==> src/rtl/tank_move_ctrl.sv <==
// Per-frame tank motion controller: key priority, clamped stepping, collision undo/block.
// Optional grid snap on axis-changing turns when TANK_GRID_ALIGN_EN is defined.
module tank_move_ctrl #(
  parameter int INITIAL_X = 280,
  parameter int INITIAL_Y = 400,
  parameter int SPEED     = 2,
  parameter int MIN_X     = 0,
  parameter int MAX_X     = 615,
  parameter int MIN_Y     = 0,
  parameter int MAX_Y     = 455,
  parameter int GRID      = 8
) (
  input  logic        clk,
  input  logic        resetN,
  input  logic        startOfFrame,
  input  logic        upKey,
  input  logic        rightKey,
  input  logic        downKey,
  input  logic        leftKey,
  input  logic        collision,
  output logic [10:0] topLeftX,
  output logic [10:0] topLeftY,
  output logic [1:0]  tankDir,
  output logic        moving
);

`ifdef TANK_GRID_ALIGN_EN
  localparam bit SNAP_EN = 1'b1;
`else
  localparam bit SNAP_EN = 1'b0;
`endif

  localparam logic [11:0] SPD  = 12'(SPEED);
  localparam logic [11:0] LO_X = 12'(MIN_X);
  localparam logic [11:0] HI_X = 12'(MAX_X);
  localparam logic [11:0] LO_Y = 12'(MIN_Y);
  localparam logic [11:0] HI_Y = 12'(MAX_Y);
  localparam logic [11:0] GR   = 12'(GRID);
  localparam logic [11:0] GR_H = 12'(GRID / 2);

  localparam logic [1:0] DIR_UP    = 2'b00;
  localparam logic [1:0] DIR_RIGHT = 2'b01;
  localparam logic [1:0] DIR_DOWN  = 2'b10;
  localparam logic [1:0] DIR_LEFT  = 2'b11;

  typedef enum logic [1:0] {IDLE, MOVE, BLOCKED} state_t;

  state_t      state;
  logic        hit_flag;
  logic [1:0]  blocked_dir;
  logic [10:0] prev_x, prev_y;

  logic        key_valid;
  logic [1:0]  key_dir;
  logic        hit;
  logic [11:0] cur_x, cur_y, step_x, step_y, turn_x, turn_y;
  logic        step_nonzero;

  // Round to nearest multiple of GRID (ties up), then clamp into [lo, hi].
  function automatic logic [11:0] snap(input logic [11:0] v,
                                       input logic [11:0] lo,
                                       input logic [11:0] hi);
    logic [11:0] r;
    r = ((v + GR_H) / GR) * GR;
    if (r < lo)      r = lo;
    else if (r > hi) r = hi;
    return r;
  endfunction

  always_comb begin
    key_valid = upKey | rightKey | downKey | leftKey;
    if (upKey)         key_dir = DIR_UP;
    else if (rightKey) key_dir = DIR_RIGHT;
    else if (downKey)  key_dir = DIR_DOWN;
    else               key_dir = DIR_LEFT;
  end

  // A hit arriving on the frame pulse itself belongs to the ending frame.
  assign hit = hit_flag | collision;

  always_comb begin
    cur_x  = {1'b0, topLeftX};
    cur_y  = {1'b0, topLeftY};
    step_x = cur_x;
    step_y = cur_y;
    case (tankDir)
      DIR_UP:    step_y = (cur_y < LO_Y + SPD) ? LO_Y : cur_y - SPD;
      DIR_DOWN:  step_y = (cur_y + SPD > HI_Y) ? HI_Y : cur_y + SPD;
      DIR_LEFT:  step_x = (cur_x < LO_X + SPD) ? LO_X : cur_x - SPD;
      default:   step_x = (cur_x + SPD > HI_X) ? HI_X : cur_x + SPD;
    endcase
    step_nonzero = (step_x != cur_x) || (step_y != cur_y);
  end

  always_comb begin
    turn_x = cur_x;
    turn_y = cur_y;
    if (SNAP_EN && (tankDir[0] != key_dir[0])) begin
      if (key_dir[0]) turn_y = snap(cur_y, LO_Y, HI_Y);
      else            turn_x = snap(cur_x, LO_X, HI_X);
    end
  end

  always_ff @(posedge clk) begin
    if (!resetN) begin
      state       <= IDLE;
      hit_flag    <= 1'b0;
      blocked_dir <= DIR_UP;
      topLeftX    <= 11'(INITIAL_X);
      topLeftY    <= 11'(INITIAL_Y);
      prev_x      <= 11'(INITIAL_X);
      prev_y      <= 11'(INITIAL_Y);
      tankDir     <= DIR_UP;
      moving      <= 1'b0;
    end else if (startOfFrame) begin
      hit_flag <= 1'b0;
      moving   <= 1'b0;
      case (state)
        IDLE, MOVE: begin
          if (hit) begin
            topLeftX    <= prev_x;
            topLeftY    <= prev_y;
            blocked_dir <= tankDir;
            state       <= BLOCKED;
          end else if (!key_valid) begin
            state <= IDLE;
          end else if (key_dir != tankDir) begin
            tankDir  <= key_dir;
            topLeftX <= turn_x[10:0];
            topLeftY <= turn_y[10:0];
            state    <= MOVE;
          end else begin
            prev_x   <= topLeftX;
            prev_y   <= topLeftY;
            topLeftX <= step_x[10:0];
            topLeftY <= step_y[10:0];
            moving   <= step_nonzero;
            state    <= MOVE;
          end
        end
        BLOCKED: begin
          if (!key_valid) begin
            state <= IDLE;
          end else if (key_dir != blocked_dir) begin
            tankDir  <= key_dir;
            topLeftX <= turn_x[10:0];
            topLeftY <= turn_y[10:0];
            state    <= MOVE;
          end
        end
        default: state <= IDLE;
      endcase
    end else if (collision) begin
      hit_flag <= 1'b1;
    end
  end

endmodule

==> config.mk <==
export PLATFORM = sky130hd
export DESIGN_NAME = tank_move_ctrl
export DESIGN_NICKNAME = d
export VERILOG_FILES = /design/src/rtl/tank_move_ctrl.sv
export SDC_FILE = /design/constraint.sdc
export NUM_CORES = 1
export LEC_CHECK = 0
export CORE_UTILIZATION = 47
export DETAILED_ROUTE_END_ITERATION = 10
export PLACE_DENSITY_LB_ADDON = 0.3
export SLEW_MARGIN = 0
export SYNTH_ARGS = -nofsm -noshare
export SYNTH_HDL_FRONTEND = slang
export SYNTH_SLANG_ARGS = --single-unit
==> constraint.sdc <==
create_clock -name clk -period 4.8 [get_ports clk]
set_clock_uncertainty 0.2 [all_clocks]
set_input_delay 0.96 -clock clk [delete_from_list [all_inputs] [get_ports clk]]
set_output_delay 0.96 -clock clk [all_outputs]
set_load 0.01 [all_outputs]
==> flow_summary.json, run 1 <==
{
  "fin_worst_hold_slack_ns": 0.269,
  "mostFrequentLayoutCells": "sky130_fd_sc_hd__nand2_1 (80), sky130_fd_sc_hd__dfxtp_1 (52), sky130_fd_sc_hd__nor2_1 (48)",
  "clkPwrFrac_pct": 24.2,
  "resized_cells_post_cts": 0,
  "ctsLongestPathBuffers": 2,
  "port-buffer-count": 32,
  "cts_tree": "built",
  "fin_nets": 596,
  "p_sw_uw": 359,
  "route.detailed.vias_per_inst": 6.40,
  "grt_first_pass_wirelength_microns": 19900,
  "timing.critical_path.arrival_ns": 3.59,
  "postRouteAntennaNets": 0,
  "synthCells": 588,
  "drt_first_iter_violations": 446,
  "chipHeight_microns": 96.4,
  "postSynthRegisterBits": 52,
  "grt-ovfl-total": 0,
  "synthDistinctLibCells": 74,
  "via_count": 4436,
  "grt_util_met2_pct": 42.3,
  "setup_repair_after_global_routing_missed_its_margin": "false",
  "power.density_nw_per_um2": 226,
  "whs_path_depth": 2,
  "worstSetupPathType": "reg -> reg",
  "start_util_pct": 48.2,
  "grtUsageMet3_pct": 3.52,
  "report.final.hold_viol_count": 0,
  "max-slew-margin-rel_pct": 34.3,
  "warnings_from_yosys": 0,
  "critical_path.reg2reg.startpoint": "tankDir[0]",
  "top_level_ports": 33,
  "drt-wirelength-per-cell_microns": 18.0,
  "combinationalPowerShare_pct": 27.1,
  "maxCapViolations": 0,
  "placeableCoreArea_sq_um": 8680,
  "row_count": 34,
  "clk_latency_ns": 0.30,
  "syn_area_sq_um": 4190,
  "path_max_fanout": 22,
  "multiInputGateArea_sq_um": 2890,
  "max_fclk_mhz": 281,
  "seqPwrFrac_pct": 48.7,
  "post-route-period-util_pct": 74.1,
  "final.fill_count": 859,
  "number_of_clock_buffers_inserted_by_tritoncts": 5,
  "rr_worst_depth": 8,
  "dieWidth_microns": 96.4,
  "internal-power_uw": 680,
  "ff2ff_setup_slack_ns": 1.24,
  "drcViolationCount": 0,
  "finalWeightedCongestion": 0.926,
  "first_global_vias": 3863,
  "fin_crit_ns": 3.56,
  "grt.met1_usage_pct": 39.9,
  "hold_end": "prev_x[0]",
  "setup_viol": 0,
  "sw_frac_of_total_pct": 34.5,
  "total_leakage_power_nw": 1.51,
  "syn_avg_cell_area_sq_um": 7.12,
  "die_area_sq_um": 9290,
  "hold_path.startpoint": "prev_x[0]",
  "seq_area_frac_synth_pct": 24.9,
  "grt_antenna_before_repair": 0,
  "hold_buffers": 0,
  "timing.hold.worst.class": "reg -> reg",
  "async_set_reset_flop_share_out_of_synthesis_pct": 0,
  "mostFrequentLayoutCell": "sky130_fd_sc_hd__nand2_1",
  "crit_path_start_kind": "flop",
  "timing_max_transition_violations_final": 0,
  "busiest_layer": "met2",
  "detail_route.wirelength_microns": 12500,
  "post_cts_buffers": 0,
  "clock-sinks": 52,
  "vdd_drop_max_mv": 0.213,
  "area.growth.synth_to_final_pct": 9.83,
  "r2r_end": "moving",
  "drive_above_1_share_pct": 6.15,
  "clkSlewWorstSetupHoldPaths_ns": 0.10,
  "timing_worst_slew_pin_value_ns": 0.984,
  "antenna_cells_inserted": 0,
  "status": "complete, no violations",
  "root_buffer": "sky130_fd_sc_hd__clkbuf_8",
  "fin_setup_tns_ns": 0,
  "timing.critical_path.to_type": "flop",
  "seqCellArea_sq_um": 1040,
  "detailedPlacementHpwl_microns": 8730,
  "dr.pass1.iters": 7,
  "synth-main-ff-cell": "sky130_fd_sc_hd__dfxtp_1",
  "cts_max_level": 2,
  "gr-usage-all-layers_pct": 27.6,
  "largest_net_degree_at_the_start_of_global_routing": 53,
  "synth_enable_flop_cells": 0,
  "synth_nets": 600,
  "data_required_time_at_the_worst_endpoint_ns": 4.84
}
-- registers in the layout (all words and copies together), names as in the netlist --
signal	count
state	2
blocked_dir	2
moving	1
tankDir	2
hit_flag	1
topLeftY	11
topLeftX	11
prev_y	11
prev_x	11
-- power by group through the flow --
stage / sequential (mW) / combinational, mW / clock, mW
floorplan: 0.480 / 0.217 / 0
global placement: 0.513 / 0.274 / 0
detailed placement: 0.514 / 0.276 / 0
CTS: 0.504 / 0.277 / 0.257
global route: 0.511 / 0.308 / 0.277
finish: 0.506 / 0.281 / 0.251
-- per-layer routing --
layer,up-vias,routed length (microns)
li1,2136,-
met1,2065,5690
met4,0,291
met2,209,5490
met3,26,988
met5,-,0
-- cells in the mapped netlist, types with 6 or more instances --
library cell               instances  area [sq um]
sky130_fd_sc_hd__nand2_1          80           300
sky130_fd_sc_hd__dfxtp_1          52          1040
sky130_fd_sc_hd__nor2_1           48           180
sky130_fd_sc_hd__clkbuf_1         45           169
sky130_fd_sc_hd__o21ai_0          40           200
sky130_fd_sc_hd__a21oi_1          32           160
sky130_fd_sc_hd__a21boi_0         26           195
sky130_fd_sc_hd__nand3_1          20           100
sky130_fd_sc_hd__nor3_1           19          95.1
sky130_fd_sc_hd__inv_1            14          52.6
sky130_fd_sc_hd__nor2b_1          13          81.3
sky130_fd_sc_hd__nand2b_1         11          68.8
sky130_fd_sc_hd__xnor2_1          10          87.6
sky130_fd_sc_hd__mux2i_1           9          90.1
sky130_fd_sc_hd__o211ai_1          9          67.6
sky130_fd_sc_hd__a31oi_1           8          50.1
sky130_fd_sc_hd__and2_1            7          43.8
sky130_fd_sc_hd__o31ai_1           7          52.6
sky130_fd_sc_hd__o22ai_1           6          37.5
-- worst max-delay path by stage --
stage                  endpoint   startpoint
detailed placement    prev_x[4]      downKey
finish                   moving   tankDir[0]
global route        topLeftY[4]  topLeftY[1]
CTS                      moving   tankDir[0]
global placement         moving   tankDir[0]
floorplan                moving  topLeftY[1]
-- stage by stage --
step | util (%) | cell area, sq um | power, mW | std cells | setup slack (ns)
2_1_floorplan | - | 4190 | 0.697 | 588 | 1.97
5_1_grt | 53.0 | 4600 | 1.10 | 693 | 1.04
4_1_cts | 53.0 | 4600 | 1.04 | 693 | 1.30
3_3_place_gp | 51.9 | 4510 | 0.787 | 685 | 1.30
3_5_place_dp | 51.9 | 4510 | 0.790 | 685 | 1.27
6_report | 53.0 | 4600 | 1.04 | 693 | 1.24
-- logic make-up (layout without fill, tap and decap cells) --
group / count (synthesis) / after routing / share of synthesized area (%)
AOI/OAI and AO/OA: 192 / 192 / 31.9
muxes: 12 / 12 / 2.96
adders and majority gates: 4 / 4 / 1.20
DFF: 52 / 52 / 24.9
xor gates and xnor gates: 13 / 13 / 2.72
buffers and inverters: 67 / 64 / 6.31
and+or+nand+nor: 248 / 248 / 30.0
-- layout make-up --
| class | instances | share of cell area (%) |
|---|---|---|
| sequential | 52 | 22.6 |
| tap | 108 | 2.94 |
| multi-input combinational | 469 | 62.8 |
| timing repair buffer | 41 | 8.44 |
| clock inverter | 3 | 0.463 |
| inverter | 15 | 1.22 |
| clock buffer | 5 | 1.50 |
-- worst max-delay path, cell delays in order, from the launching register on --
cell and delay (ns):
sky130_fd_sc_hd__dfxtp_1 0.98, sky130_fd_sc_hd__clkinv_1 0.63, sky130_fd_sc_hd__nand2_1 0.32, sky130_fd_sc_hd__a211o_1 0.27, sky130_fd_sc_hd__mux2_1 0.34, sky130_fd_sc_hd__o21bai_1 0.18
sky130_fd_sc_hd__o2111a_1 0.18, sky130_fd_sc_hd__and4_1 0.22, sky130_fd_sc_hd__a31oi_1 0.17
No activity file was read; power rests on OpenSTA's default activity.
==> run 2: changes to the inputs <==
clock period = 2.9 ns   (was 4.8 ns; I/O delays follow)
==> run 2 against run 1 <==
Non-clock buffer count grew 59; count of clock-buffer cells in the layout grew 2; wire length grew 8.8%; register-to-register slack lost 1.2 ns; combinational power grew 120%; flip-flop and latch count is the same; hold slack lost 0.0017 ns; critical path depth is the same.
==> flow_summary.json, run 2 (synthesis results as in run 1) <==
{
  "status": "complete, no violations",
  "critical_path.reg2reg.startpoint": "topLeftX[6]",
  "fin_worst_hold_slack_ns": 0.267,
  "worstSetupPathType": "reg -> reg",
  "via_count": 4722,
  "instances_no_fill": 752,
  "hold_end": "prev_x[10]",
  "number_of_clock_buffers_inserted_by_tritoncts": 5,
  "detailedPlacementHpwl_microns": 10100,
  "start_util_pct": 48.2,
  "post-route-period-util_pct": 97.1,
  "timing.critical_path.to_type": "flop",
  "dpl-instance-area_sq_um": 5000,
  "fin_area_sq_um": 5100,
  "gr-usage-all-layers_pct": 30.2,
  "maxCapViolations": 0,
  "root_buffer": "sky130_fd_sc_hd__clkbuf_8",
  "grt-ovfl-total": 0,
  "dr.pass1.iters": 6,
  "resized_cells_post_cts": 0,
  "chipHeight_microns": 96.4,
  "fin_nets": 655,
  "postRouteAntennaNets": 0,
  "drt_first_iter_violations": 529,
  "rr_worst_depth": 8,
  "design_power_total_mw": 1.83,
  "largest_net_degree_at_the_start_of_global_routing": 53,
  "max_fclk_mhz": 355,
  "grt_antenna_before_repair": 0,
  "antenna_cells_inserted": 0,
  "met3_length_microns": 1290,
  "timing_max_transition_violations_final": 0,
  "clkSlewWorstSetupHoldPaths_ns": 0.10,
  "cts_max_level": 2,
  "fin_util_pct": 58.8,
  "hold_path.startpoint": "prev_x[10]",
  "drt-wirelength-per-cell_microns": 18.0,
  "post_cts_buffers": 0,
  "timing_worst_slew_pin_value_ns": 0.484,
  "max-slew-margin-rel_pct": 66.9,
  "r2r_end": "moving",
  "setup_slack_ns": 0.0832,
  "cts_tree": "built",
  "row_count": 34,
  "top_layer_used": "met4",
  "drive_above_1_share_pct": 14.9,
  "placement.setup.worst_slack_ns": 0.111,
  "whs_path_depth": 2,
  "ctsLongestPathBuffers": 2,
  "path_max_fanout": 8,
  "die_area_sq_um": 9290,
  "grt_first_pass_wirelength_microns": 21600,
  "fin_setup_tns_ns": 0,
  "power.density_nw_per_um2": 359,
  "setup_viol": 0,
  "fin_crit_ns": 2.82,
  "final.fill_count": 803,
  "crit_path_start_kind": "flop",
  "total_leakage_power_nw": 1.81,
  "clock-sinks": 52,
  "finalWeightedCongestion": 1.01,
  "first_global_vias": 4227,
  "hold_buffers": 0,
  "timing.critical_path.arrival_ns": 2.83,
  "top_level_ports": 33,
  "port-buffer-count": 32,
  "clk_latency_ns": 0.31,
  "route.detailed.vias_per_inst": 6.28,
  "placeableCoreArea_sq_um": 8680,
  "detail_route.wirelength_microns": 13600,
  "timing.hold.worst.class": "reg -> reg",
  "dieWidth_microns": 96.4,
  "drcViolationCount": 0,
  "wl_met1_microns": 6030,
  "mostFrequentLayoutCells": "sky130_fd_sc_hd__nand2_1 (80), sky130_fd_sc_hd__buf_4 (64), sky130_fd_sc_hd__dfxtp_1 (52)",
  "detailroute.wirelength.met2_microns": 5870,
  "ff2ff_setup_slack_ns": 0.08,
  "vdd_drop_max_mv": 0.241,
  "report.final.hold_viol_count": 0,
  "data_required_time_at_the_worst_endpoint_ns": 2.91,
  "dpl.cell_count": 744,
  "area.growth.synth_to_final_pct": 21.9,
  "mostFrequentLayoutCell": "sky130_fd_sc_hd__nand2_1"
}
==> run 2: cell type report <==
cell class | instances | area (sq um) | area share, %
Sequential cell | 52 | 1040 | 20.4
Clock buffer | 7 | 86.3 | 1.69
Timing Repair Buffer | 100 | 881 | 17.3
Clock inverter | 1 | 7.51 | 0.147
Multi-Input combinational cell | 469 | 2900 | 56.8
Inverter | 15 | 56.3 | 1.10
Tap cell | 108 | 135 | 2.65
==> run 2: critical path, stage by stage (launching register included) <==
cell,delay [ns]
sky130_fd_sc_hd__dfxtp_1,0.33
sky130_fd_sc_hd__or4_4,0.55
sky130_fd_sc_hd__or4_4,0.57
sky130_fd_sc_hd__nand3_2,0.11
sky130_fd_sc_hd__o211ai_2,0.08
sky130_fd_sc_hd__a2111oi_2,0.35
sky130_fd_sc_hd__nor4bb_1,0.22
sky130_fd_sc_hd__and4_1,0.22
sky130_fd_sc_hd__a31oi_1,0.08
==> run 2: how the worst max path moves through the flow <==
stage,to,from,depth (start not counted)
floorplan,moving,topLeftY[1],12
global placement,moving,topLeftX[2],9
detailed placement,topLeftY[8],rightKey,10
CTS,moving,topLeftX[6],8
global route,moving,topLeftX[1],10
finish,moving,topLeftX[6],8
==> run 2: per-layer routing <==
metal,track usage (%),vias to the layer above
met5,0,-
met4,10.0,0
met3,5.09,39
met2,46.7,257
met1,42.6,2177
li1,-,2249
==> run 2: power breakdown <==
part,internal (mW),switching (mW),total [mW]
Sequential,0.745,0.0333,0.778
Combinational,0.272,0.342,0.614
Clock,0.195,0.246,0.441
==> run 3: changes to the inputs <==
ABC_CLOCK_PERIOD_IN_PS = 2900   (was not set)
CORE_UTILIZATION = 51   (was 47)
==> run 3 against run 2 <==
Count of clock-buffer cells in the layout decreased by 1; wire length rose by 5.5%; global-route usage rose by 2.7 points; core utilization rose by 7.2 points; via count increased by 2.0%; cell count decreased by 0.40%.
==> flow_summary.json, run 3 (synthesis results as in run 1) <==
{
  "report.final.hold_viol_count": 0,
  "data_required_time_at_the_worst_endpoint_ns": 2.91,
  "critical_path.reg2reg.startpoint": "topLeftX[6]",
  "p_sw_uw": 654,
  "worst_path_most_repeated_cell": "sky130_fd_sc_hd__or4_4",
  "timing.hold.worst.class": "reg -> reg",
  "grt_antenna_before_repair": 0,
  "detail_route.wirelength_microns": 14300,
  "ctsLongestPathBuffers": 2,
  "path_depth": 8,
  "timing.critical_path.arrival_ns": 2.87,
  "clkPwrFrac_pct": 24.4,
  "max_fclk_mhz": 350,
  "largest_net_degree_at_the_start_of_global_routing": 53,
  "number_of_clock_buffers_inserted_by_tritoncts": 5,
  "chipHeight_microns": 92.6,
  "row_count": 32,
  "fin_setup_tns_ns": 0,
  "timing_worst_slew_pin_value_ns": 0.517,
  "setup_repair_after_global_routing_missed_its_margin": "true",
  "cts_tree": "built",
  "finalWeightedCongestion": 1.01,
  "detailedPlacementHpwl_microns": 10200,
  "postRouteAntennaNets": 0,
  "placeableCoreArea_sq_um": 7850,
  "timing_max_transition_violations_final": 0,
  "via_count": 4817,
  "grt_first_pass_wirelength_microns": 22300,
  "antenna_cells_inserted": 0,
  "drcViolationCount": 0,
  "route.detailed.vias_per_inst": 6.43,
  "worstSetupPathType": "reg -> reg",
  "sw_frac_of_total_pct": 34.9,
  "whs_path_depth": 2,
  "seqPwrFrac_pct": 41.4,
  "fin_crit_ns": 2.86,
  "path_cells": "or4_4 -> or4_4 -> nand3_2 -> o211ai_2 -> a2111oi_4 -> nor4bb_1 -> and4_1 -> a31oi_1",
  "drive_above_1_share_pct": 16.8,
  "rr_worst_depth": 8,
  "path_max_fanout": 8,
  "top_level_ports": 33,
  "dr.pass1.iters": 5,
  "hold_path.startpoint": "prev_y[2]",
  "fin_nets": 658,
  "post-route-period-util_pct": 98.6,
  "area.growth.synth_to_final_pct": 23.8,
  "vdd_drop_max_mv": 0.337,
  "grt-ovfl-total": 0,
  "status": "complete, no violations",
  "mostFrequentLayoutCells": "sky130_fd_sc_hd__nand2_1 (79), sky130_fd_sc_hd__buf_4 (66), sky130_fd_sc_hd__dfxtp_1 (51)",
  "final.fill_count": 721,
  "root_buffer": "sky130_fd_sc_hd__clkbuf_8",
  "multiInputGateArea_sq_um": 2950,
  "port-buffer-count": 32,
  "internal-power_mw": 1.22,
  "slowest_stage_cell_cp": "sky130_fd_sc_hd__or4_4",
  "max-slew-margin-rel_pct": 65.3,
  "critical-path-max-stage-delay_ns": 0.57,
  "mostFrequentLayoutCell": "sky130_fd_sc_hd__nand2_1",
  "ff2ff_setup_slack_ns": 0.04,
  "start_util_pct": 53.3,
  "hold_buffers": 0,
  "drt-wirelength-per-cell_microns": 19.1,
  "fin_util_pct": 66.0,
  "seqCellArea_sq_um": 1040,
  "crit_path_start_kind": "flop",
  "timing.critical_path.to_type": "flop",
  "gr-usage-all-layers_pct": 33.0,
  "first_global_vias": 4372,
  "setup.worst_path.start": "topLeftX[6]",
  "critical_path.top_delay_family": "simple AND/OR/NAND/NOR gates",
  "total_leakage_power_nw": 1.85,
  "cts_max_level": 2,
  "die_area_sq_um": 8570,
  "setup_viol": 0,
  "maxCapViolations": 0,
  "drt_first_iter_violations": 626,
  "power.density_nw_per_um2": 362,
  "clkSlewWorstSetupHoldPaths_ns": 0.10,
  "count_of_buffer_and_inverter_cells_on_the_critical_path": 0,
  "clk_latency_ns": 0.31,
  "clock-sinks": 52,
  "dieWidth_microns": 92.6,
  "combinationalPowerShare_pct": 34.2
}
-- run 3: changes by cell type in the layout (fill, tap and decap cells not counted), sizes merged --
| cell | change |
|---|---|
| clkinv | +1 |
| inv | +1 |
| clkbuf | -1 |
| clkinvlp | -1 |
| buf | +3 |
-- run 3: layout make-up --
class | count | area share (%)
inverters | 15 | 1.09
well taps | 102 | 2.46
repair buffers | 103 | 17.5
clock inverters | 2 | 0.266
clock buffers | 6 | 1.59
flip-flops and latches | 52 | 20.1
multi-input cells | 469 | 57.0
-- run 3: power groups by stage --
stage / sequential [mW] / combinational [mW] / clock, mW
floorplan: 0.795 / 0.359 / 0
global placement: 0.788 / 0.598 / 0
detailed placement: 0.789 / 0.607 / 0
CTS: 0.773 / 0.609 / 0.462
global route: 0.778 / 0.684 / 0.486
finish: 0.775 / 0.642 / 0.457
-- run 3: worst register-to-register path, delay by kind of cell (launching register included) --
| family | cells | cell delay [ns] |
|---|---|---|
| AOI/OAI and AO/OA | 3 | 0.53 |
| DFF | 1 | 0.32 |
| and+or+nand+nor | 5 | 1.71 |
-- run 3: what timing repair did --
| item | 4_1_cts | 5_1_grt |
|---|---|---|
| endpoints found under the setup margin | 1 | 4 |
| gates resized for setup | 2 | 13 |
| pin swaps | 1 | 3 |
| cloned | 0 | 0 |
| buffers inserted | 0 | 5 |
-- run 3: metal layers --
metal	GRT usage (%)	share of wire, %
met4	10.9	2.7
met1	48.0	44
met2	49.4	44
met3	4.52	9.5
met5	0	0
-- run 3: final timing paths --
path | end
min | prev_y[2]
max | moving
max reg2reg | moving
min reg2reg | prev_y[2]
-- run 3: stage by stage --
stage	worst slack (ns)	hold slack [ns]	power [mW]	std cells	area (sq um)
2_1_floorplan	0.0738	0.239	1.15	588	4190
3_3_place_gp	0.0351	0.249	1.39	736	4980
3_5_place_dp	0.00876	0.257	1.40	736	4980
4_1_cts	0.0205	0.271	1.84	744	5080
5_1_grt	-0.0630	0.287	1.95	749	5180
6_report	0.0401	0.267	1.87	749	5180
